**config.mk**
```make
export PLATFORM = sky130hd
export DESIGN_NAME = fetch_stage
export DESIGN_NICKNAME = d
export VERILOG_FILES = /design/src/rtl/fetch_stage.sv
export SDC_FILE = /design/constraint.sdc
export NUM_CORES = 1
export LEC_CHECK = 0
export ABC_AREA = 1
export CAP_MARGIN = 20
export CELL_PAD_IN_SITES_DETAIL_PLACEMENT = 1
export CELL_PAD_IN_SITES_GLOBAL_PLACEMENT = 1
export CORE_UTILIZATION = 32
export DETAILED_ROUTE_END_ITERATION = 16
export GPL_TIMING_DRIVEN = 0
export PLACE_DENSITY_LB_ADDON = 0.1
export SLEW_MARGIN = 20
export SYNTH_ARGS = -nofsm -noshare
export SYNTH_HDL_FRONTEND = slang
export SYNTH_SLANG_ARGS = --single-unit
```
**constraint.sdc**
```tcl
create_clock -name clk -period 1.9 [get_ports clk]
set_input_delay 0.19 -clock clk [delete_from_list [all_inputs] [get_ports clk]]
set_output_delay 0.19 -clock clk [all_outputs]
set_load 0.05 [all_outputs]
```
**src/rtl/fetch_stage.sv**
```systemverilog
// Instruction-fetch stage: program counter, IF/ID pipeline register with valid/ready
// handoff to decode, branch/jump redirect with flush, sticky halt/resume, fetch counter.
module fetch_stage #(
  parameter logic [31:0] RESET_PC = 32'h0000_0000
) (
  input  logic        clk,
  input  logic        rst_n,
  output logic [31:0] imem_addr,
  input  logic [31:0] imem_instr,
  input  logic        redirect_valid,
  input  logic [31:0] redirect_pc,
  input  logic        halt_req,
  input  logic        resume,
  input  logic        id_ready,
  output logic        if_valid,
  output logic [31:0] if_instr,
  output logic [31:0] if_pc,
  output logic [31:0] if_pc_plus4,
  output logic        misalign_err,
  output logic        halted,
  output logic [31:0] fetch_count
);

  typedef enum logic {
    ST_RUN  = 1'b0,
    ST_HALT = 1'b1
  } state_e;

  state_e      state_q, state_d;
  logic [31:0] pc_q, pc_d;
  logic        if_valid_q, if_valid_d;
  logic [31:0] if_instr_q, if_instr_d;
  logic [31:0] if_pc_q, if_pc_d;
  logic [31:0] if_pc_plus4_q, if_pc_plus4_d;
  logic        misalign_q, misalign_d;
  logic [31:0] fetch_count_q, fetch_count_d;
  logic        load;
  logic        running;

  // State register
  always_ff @(posedge clk) begin
    if (!rst_n) begin
      state_q <= ST_RUN;
    end else begin
      state_q <= state_d;
    end
  end

  // Next-state logic: redirect > halt_req > resume
  always_comb begin
    state_d = state_q;
    if (redirect_valid) begin
      state_d = ST_RUN;
    end else if (halt_req) begin
      state_d = ST_HALT;
    end else if (resume && (state_q == ST_HALT)) begin
      state_d = ST_RUN;
    end
  end

  // Output/control decode from current state
  always_comb begin
    running = (state_q == ST_RUN);
    halted  = (state_q == ST_HALT);
    load    = running && !redirect_valid && !halt_req && (!if_valid_q || id_ready);
  end

  // Datapath next values
  always_comb begin
    pc_d          = pc_q;
    if_valid_d    = if_valid_q;
    if_instr_d    = if_instr_q;
    if_pc_d       = if_pc_q;
    if_pc_plus4_d = if_pc_plus4_q;
    fetch_count_d = fetch_count_q;
    misalign_d    = 1'b0;
    if (redirect_valid) begin
      pc_d       = {redirect_pc[31:2], 2'b00};
      if_valid_d = 1'b0;
      misalign_d = |redirect_pc[1:0];
    end else if (load) begin
      if_instr_d    = imem_instr;
      if_pc_d       = pc_q;
      if_pc_plus4_d = pc_q + 32'd4;
      if_valid_d    = 1'b1;
      pc_d          = pc_q + 32'd4;
      fetch_count_d = fetch_count_q + 32'd1;
    end else if (if_valid_q && id_ready) begin
      // Drain only; payload fields keep their last value.
      if_valid_d = 1'b0;
    end
  end

  always_ff @(posedge clk) begin
    if (!rst_n) begin
      pc_q          <= RESET_PC;
      if_valid_q    <= 1'b0;
      if_instr_q    <= '0;
      if_pc_q       <= '0;
      if_pc_plus4_q <= '0;
      misalign_q    <= 1'b0;
      fetch_count_q <= '0;
    end else begin
      pc_q          <= pc_d;
      if_valid_q    <= if_valid_d;
      if_instr_q    <= if_instr_d;
      if_pc_q       <= if_pc_d;
      if_pc_plus4_q <= if_pc_plus4_d;
      misalign_q    <= misalign_d;
      fetch_count_q <= fetch_count_d;
    end
  end

  assign imem_addr    = pc_q;
  assign if_valid     = if_valid_q;
  assign if_instr     = if_instr_q;
  assign if_pc        = if_pc_q;
  assign if_pc_plus4  = if_pc_plus4_q;
  assign misalign_err = misalign_q;
  assign fetch_count  = fetch_count_q;

endmodule

```
* Word level (Yosys, flattened, before mapping) *
Cells that the tools add are included.
W data, S select, Z words.

storage, ports and cells
  output and inout port bits = 163
  flip-flop bits (word level) = 163

operators by class
  reductions and logical operators = 16
  mux-type cells = 6
  $add $sub $neg = 2
  bitwise gates (word level) = 3

operator list
  cell                     number
  $mux W32                 2
  $add A32 B1 Y32 const B  1
  $add A32 B3 Y32 const B  1
  $reduce_bool A2 Y1       3
  $logic_and A1 B1 Y1      5
  $mux W1                  4
  $reduce_and A2 Y1        2
  $reduce_or A2 Y1         2
  $logic_not A1 Y1         3
  $not A1 Y1               3
  $logic_or A1 B1 Y1       1

* Longest topological paths before layout *
Gate-level depths: netlist of the first run.

  word-level depth = 6
  mapped depth = 10
  mapped depth without buffers = 10

* Least setup slack after synthesis of the first run *
No wires, ideal clock.

  path type = reg-to-reg
  start = reg pc_q[3], in the netlist imem_addr[3]
  end = reg if_pc_plus4_q[18], in the netlist if_pc_plus4[18]
  arrival = 1701 ps
  stages on the path, launching flop included = 9
  period minus slack after synthesis = 1833 ps
  setup slack = 67 ps
  required time = 1768 ps
  path buffers = 0
  cells stage by stage = dfxtp_1 ha_1 nand2_2 nor2_4 nand2_2 nor2_2 a21oi_1 o21ai_0 a21oi_1

between the ends
  word-level cells in the longest chain between the ends = 1

RTL lines
  item                    line  source
  from (decl)             30    logic [31:0] pc_q, pc_d;
  from (signal assigned)  104   pc_q <= pc_d;
  $add A32 B3 Y32         84    if_pc_plus4_d = pc_q + 32'd4;
  to (signal assigned)    108   if_pc_plus4_q <= if_pc_plus4_d;
  to (decl)               34    logic [31:0] if_pc_plus4_q, if_pc_plus4_d;

Every way passes these cells.
A chain may end at the register's enable or synchronous reset.

* Final worst setup path of the first run *
  start = reg if_pc_plus4_q[2], in the netlist if_pc_plus4[2]
  end = out if_pc_plus4[2]

RTL lines
  item       line  source
  to (decl)  18    output logic [31:0] if_pc_plus4,

No word-level cell between the ends.

==> results.txt, run 1 <==
Walking the worst path, the cells encountered are clkdlybuf4s50_1. In this run the static leakage power is 4.047 nW. The minimum period implied by the final worst setup slack works out to 1.870 ns. Entering global routing, the biggest net connects 17 pins. In the routed design, unresolved DRC markers number 0. The run gives 7116 um^2 as the combined area of all synthesized cells. In this run the standard cell core region covers 21820 um^2. The logs give 2767 for the number of fill cells in the layout and 28500 um for the total routed wirelength.

Dividing the detail-routed via count by the number of cells gives 5.008. The standard cell with the maximum stage delay on the critical path is sky130_fd_sc_hd__clkdlybuf4s50_1. TritonCTS built the clock tree. Setup repair after global routing left no endpoint under its margin. Buffer and inverter count on the worst path: 1. The worst supply voltage drop on vdd came out at 0.6154 mV. After synthesis, the cell types taking the most area are sky130_fd_sc_hd__dfxtp_1, sky130_fd_sc_hd__nand2_1, sky130_fd_sc_hd__a21oi_1. At the end of routability-driven placement, the weighted congestion stood at 0.8736. Detailed routing placed a total of 12540 um of wire on met2.

The tightest min-delay check is of the in2reg type. Net switching power figure: 2.542 mW. The ratio of final minimum period to clock period works out to 0.9845. The tools report the final antenna-violating net count as 0. The pre-antenna-repair detailed-routing pass consisted of 4 iterations. The run gives 3144 um^2 as the footprint of the flip-flops and latches. The family of cells with the greatest summed delay on the critical path is buffers and inverters. The largest driver fanout on the critical path works out to 2. The net switching share of the total power works out to 0.2901.

Counting cells, the worst reg-to-reg path comes to 8. In this run the number of H-tree levels came out at 4. For this run the aggregate overflow at the end of global routing stands at 0. For the setup slack of the critical path after layout, the log shows 0.02954 ns. Yosys mapped a number of flops with a built-in enable equal to 0. For the floorplan die area, the log shows 22840 um^2. The die is 151.1 um tall. At the placement stage, the worst setup path has a slack of -0.2685 ns. In this run the register-to-register setup slack is 0.12 ns. The violation count after the first detailed-routing iteration is 418, and the synthesis warning total is 0.

Of all cell types, the one taking the most synthesized area is sky130_fd_sc_hd__dfxtp_1. Clock group share of total power: 0.435. The area share of the largest cell type after synthesis works out to 0.4417.

The internal power of the cells totals 6.221 mW. The share of power burned in registers is 0.405. The mean instance size in the synthesized netlist was 6.908 um^2; the via count of the routed design was 7862. The count of inserted antenna diode cells came out at 0. For the final routed database, the setup TNS stands at 0 ns. The boundary pin count is 233. Buffers placed on the I/O ports in this run total 225.

The tools report the maximum achievable frequency as 534.6 MHz. The worst setup path is captured at an output port. The number of violations of the max-capacitance limit was 0; the sum of met3 wire segment lengths after detailed routing was 1991 um. The area growth from synthesis to layout was 46.26%; the final standard cell count with taps included and fillers excluded was 1570. The data required time of the critical path was 1.71 ns; the number of global-route vias before repair was 7518.

The floorplan has 54 rows. The highest layer touched by signal routing is met4. Floorplan die width: 151.1 um.

The number of antenna violations at the first check in global routing is 0, and the total global-route track usage is 0.2536. STA classifies the critical path startpoint as a register. The logs give 0.3261 for the initial cell density of the core and 157 for the TritonCTS sink count. After synthesis the netlist holds a flip-flop and latch count of 157. The clock transition time at the flip-flop clock pins of the worst setup and hold paths came out at 0.07 ns. The maximum root-to-sink buffer count is 2, and the number of clock buffers inserted by TritonCTS is 17. The first global-routing pass estimated 43140 um of wire.

The most common cell in the synthesized netlist is sky130_fd_sc_hd__nand2_1. The run gives 0 as the post-CTS repair timing setup buffer count. The flow ran to the end, and the final reports show no timing, DRC or antenna violations. The post-detailed-route wirelength per cell is 18.15 um. The delay of the slowest critical-path stage came out at 0.86 ns.

The later pin in the worst-skew pair is clocked with a latency of 0.43 ns. Share of power burned in combinational logic: 0.160. Worst setup path category: reg2out. For this run, the post-layout net count is 1351. The share of cells above drive strength 1 was 0.07442.

Hold violation count in the final report: 0. The cell depth of the worst setup path was 1. For the placement-stage cell area, the log shows 9737 um^2. After detailed routing, the wire length on met1 is 13610 um. The number of pins with negative max-slew slack in the final report is 0.

The endpoint of the most critical register-to-register path was if_pc_plus4[18]. The area of the multi-input gates was 3471 um^2; the cell count after placement was 1540. For the worst setup path, the data arrival time is 1.68 ns. Dividing total power by cell area gives a power density of 842.0 nW/um^2. The clock arrives with 0.01221 ns of skew. Sorting the synthesized cells by how often they occur yields sky130_fd_sc_hd__nand2_1, sky130_fd_sc_hd__dfxtp_1, sky130_fd_sc_hd__a21oi_1, sky130_fd_sc_hd__nor2_1, sky130_fd_sc_hd__inv_1. The run gives 0.4417 as the sequential area share after synthesis. The async set or reset register ratio after synthesis was 0. In the synthesized netlist the dominant register cell turns out to be sky130_fd_sc_hd__dfxtp_1.

The worst slew margin relative to its limit was 0.4276. The netlist uses 33 different library cells. The tools report the root buffer cell as sky130_fd_sc_hd__clkbuf_16. For the HPWL after detailed placement, the log shows 21500 um. The cell count after synthesis came out at 1030. The most critical setup path has its startpoint at if_pc_plus4[2]. Setup violations remaining at the end of the flow were counted as 0. The startpoint identified for the worst register-to-register timing path is imem_addr[2].

In this run the worst setup path terminates at if_pc_plus4[2]. The final instance area came out at 10410 um^2. The measured slew at the worst slew-check pin was 0.8586 ns.
==> cell type report <==
| class | count | share of cell area |
|---|---|---|
| multi-input combinational | 747 | 0.3335 |
| sequential | 157 | 0.3021 |
| timing repair buffer | 225 | 0.2164 |
| clock buffer | 17 | 0.04088 |
| tap | 280 | 0.03366 |
| inverter | 78 | 0.02813 |
| buffer | 53 | 0.02477 |
| clock inverter | 13 | 0.02056 |
==> power groups by stage <==
| stage | clock network, mW | logic [mW] | registers (mW) |
|---|---|---|---|
| final | 3.81 | 1.40 | 3.55 |
| after global routing | 3.98 | 1.49 | 3.56 |
| after CTS | 3.88 | 1.41 | 3.55 |
| after detailed placement | 0 | 1.42 | 3.62 |
| after global placement | 0 | 1.41 | 3.62 |
| after floorplan | 0 | 0.387 | 4.03 |
==> cells by family (layout without fill, tap and decap cells) <==
logic type / count (synthesis) / count (layout) / share of synthesized area
compound gates: 215 / 215 / 0.1591
xor+xnor: 11 / 11 / 0.01354
fa+ha+maj: 2 / 2 / 0.003516
buf+inv: 131 / 386 / 0.07737
flops: 157 / 157 / 0.4417
other cells: 1 / 6 / 0.0005270
simple gates: 513 / 513 / 0.3042
==> metal layers <==
layer | vias to the layer above | global-route usage
met5 | - | 0
met4 | 0 | 0.06250
met3 | 22 | 0.05482
met2 | 247 | 0.3986
met1 | 3760 | 0.3508
li1 | 3833 | -
==> registers in the layout (all words and copies together), names as in the netlist <==
signal,cells
fetch_count,32
if_instr,32
if_pc,30
if_pc_plus4,30
imem_addr,30
halted,1
if_valid,1
misalign_err,1
==> worst min-delay path: cells and delay by family <==
kind                   cells  cell delay [ns]
AOI/OAI and AO/OA          2             0.17
buffers and inverters      1             0.24
and+or+nand+nor            1             0.11
==> cells in the final DEF (no fill, tap or decap), drive strengths merged, types with 2 or more instances in the layout <==
cell / Yosys / final
dlymetal6s2s: 0 / 14
nand2: 308 / 308
a21oi: 127 / 127
nor3b: 3 / 3
nor2: 125 / 125
and2: 2 / 2
clkinvlp: 0 / 2
conb: 1 / 6
clkbuf: 21 / 38
xor2: 10 / 10
clkinv: 0 / 3
buf: 32 / 32
o21bai: 12 / 12
inv: 78 / 81
ha: 2 / 2
dlygate4sd2: 0 / 28
nand3: 59 / 59
a211oi: 2 / 2
clkdlybuf4s50: 0 / 183
nor3: 4 / 4
o22ai: 8 / 8
nand4: 11 / 11
a22oi: 3 / 3
bufinv: 0 / 5
o21ai: 62 / 62
dfxtp: 157 / 157
==> what timing repair did <==
action                                  4_1_cts  5_1_grt
endpoints found under the setup margin       28       38
pin swaps                                     0        0
gates resized for setup                      28       23
hold buffers                                  0        0
==> per-stage QoR <==
step | total power, mW | util | hold WS (ns)
6_report | 8.763 | 0.4769 | 0.3049
5_1_grt | 9.037 | 0.4769 | 0.3229
4_1_cts | 8.832 | 0.4739 | 0.3018
3_5_place_dp | 5.037 | 0.4462 | 0.4592
3_3_place_gp | 5.022 | 0.4462 | 0.4515
2_1_floorplan | 4.419 | - | 0.2932
==> worst min path at each step <==
stage / start / to / cells after the start
global route: imem_instr[8] / if_instr[8] / 3
CTS: rst_n / imem_addr[16] / 5
floorplan: resume / halted / 1
detailed placement: if_instr[16] / if_instr[16] / 2
finish: rst_n / imem_addr[25] / 4
global placement: if_instr[22] / if_instr[22] / 2
Note: power is estimated with default switching activity, not from simulation.
==> run 2: changes to the inputs <==
- TNS_END_PERCENT: unset -> 5
==> results of run 2 <==
No change in the layout: final DEF, timing and power equal those of run 1.
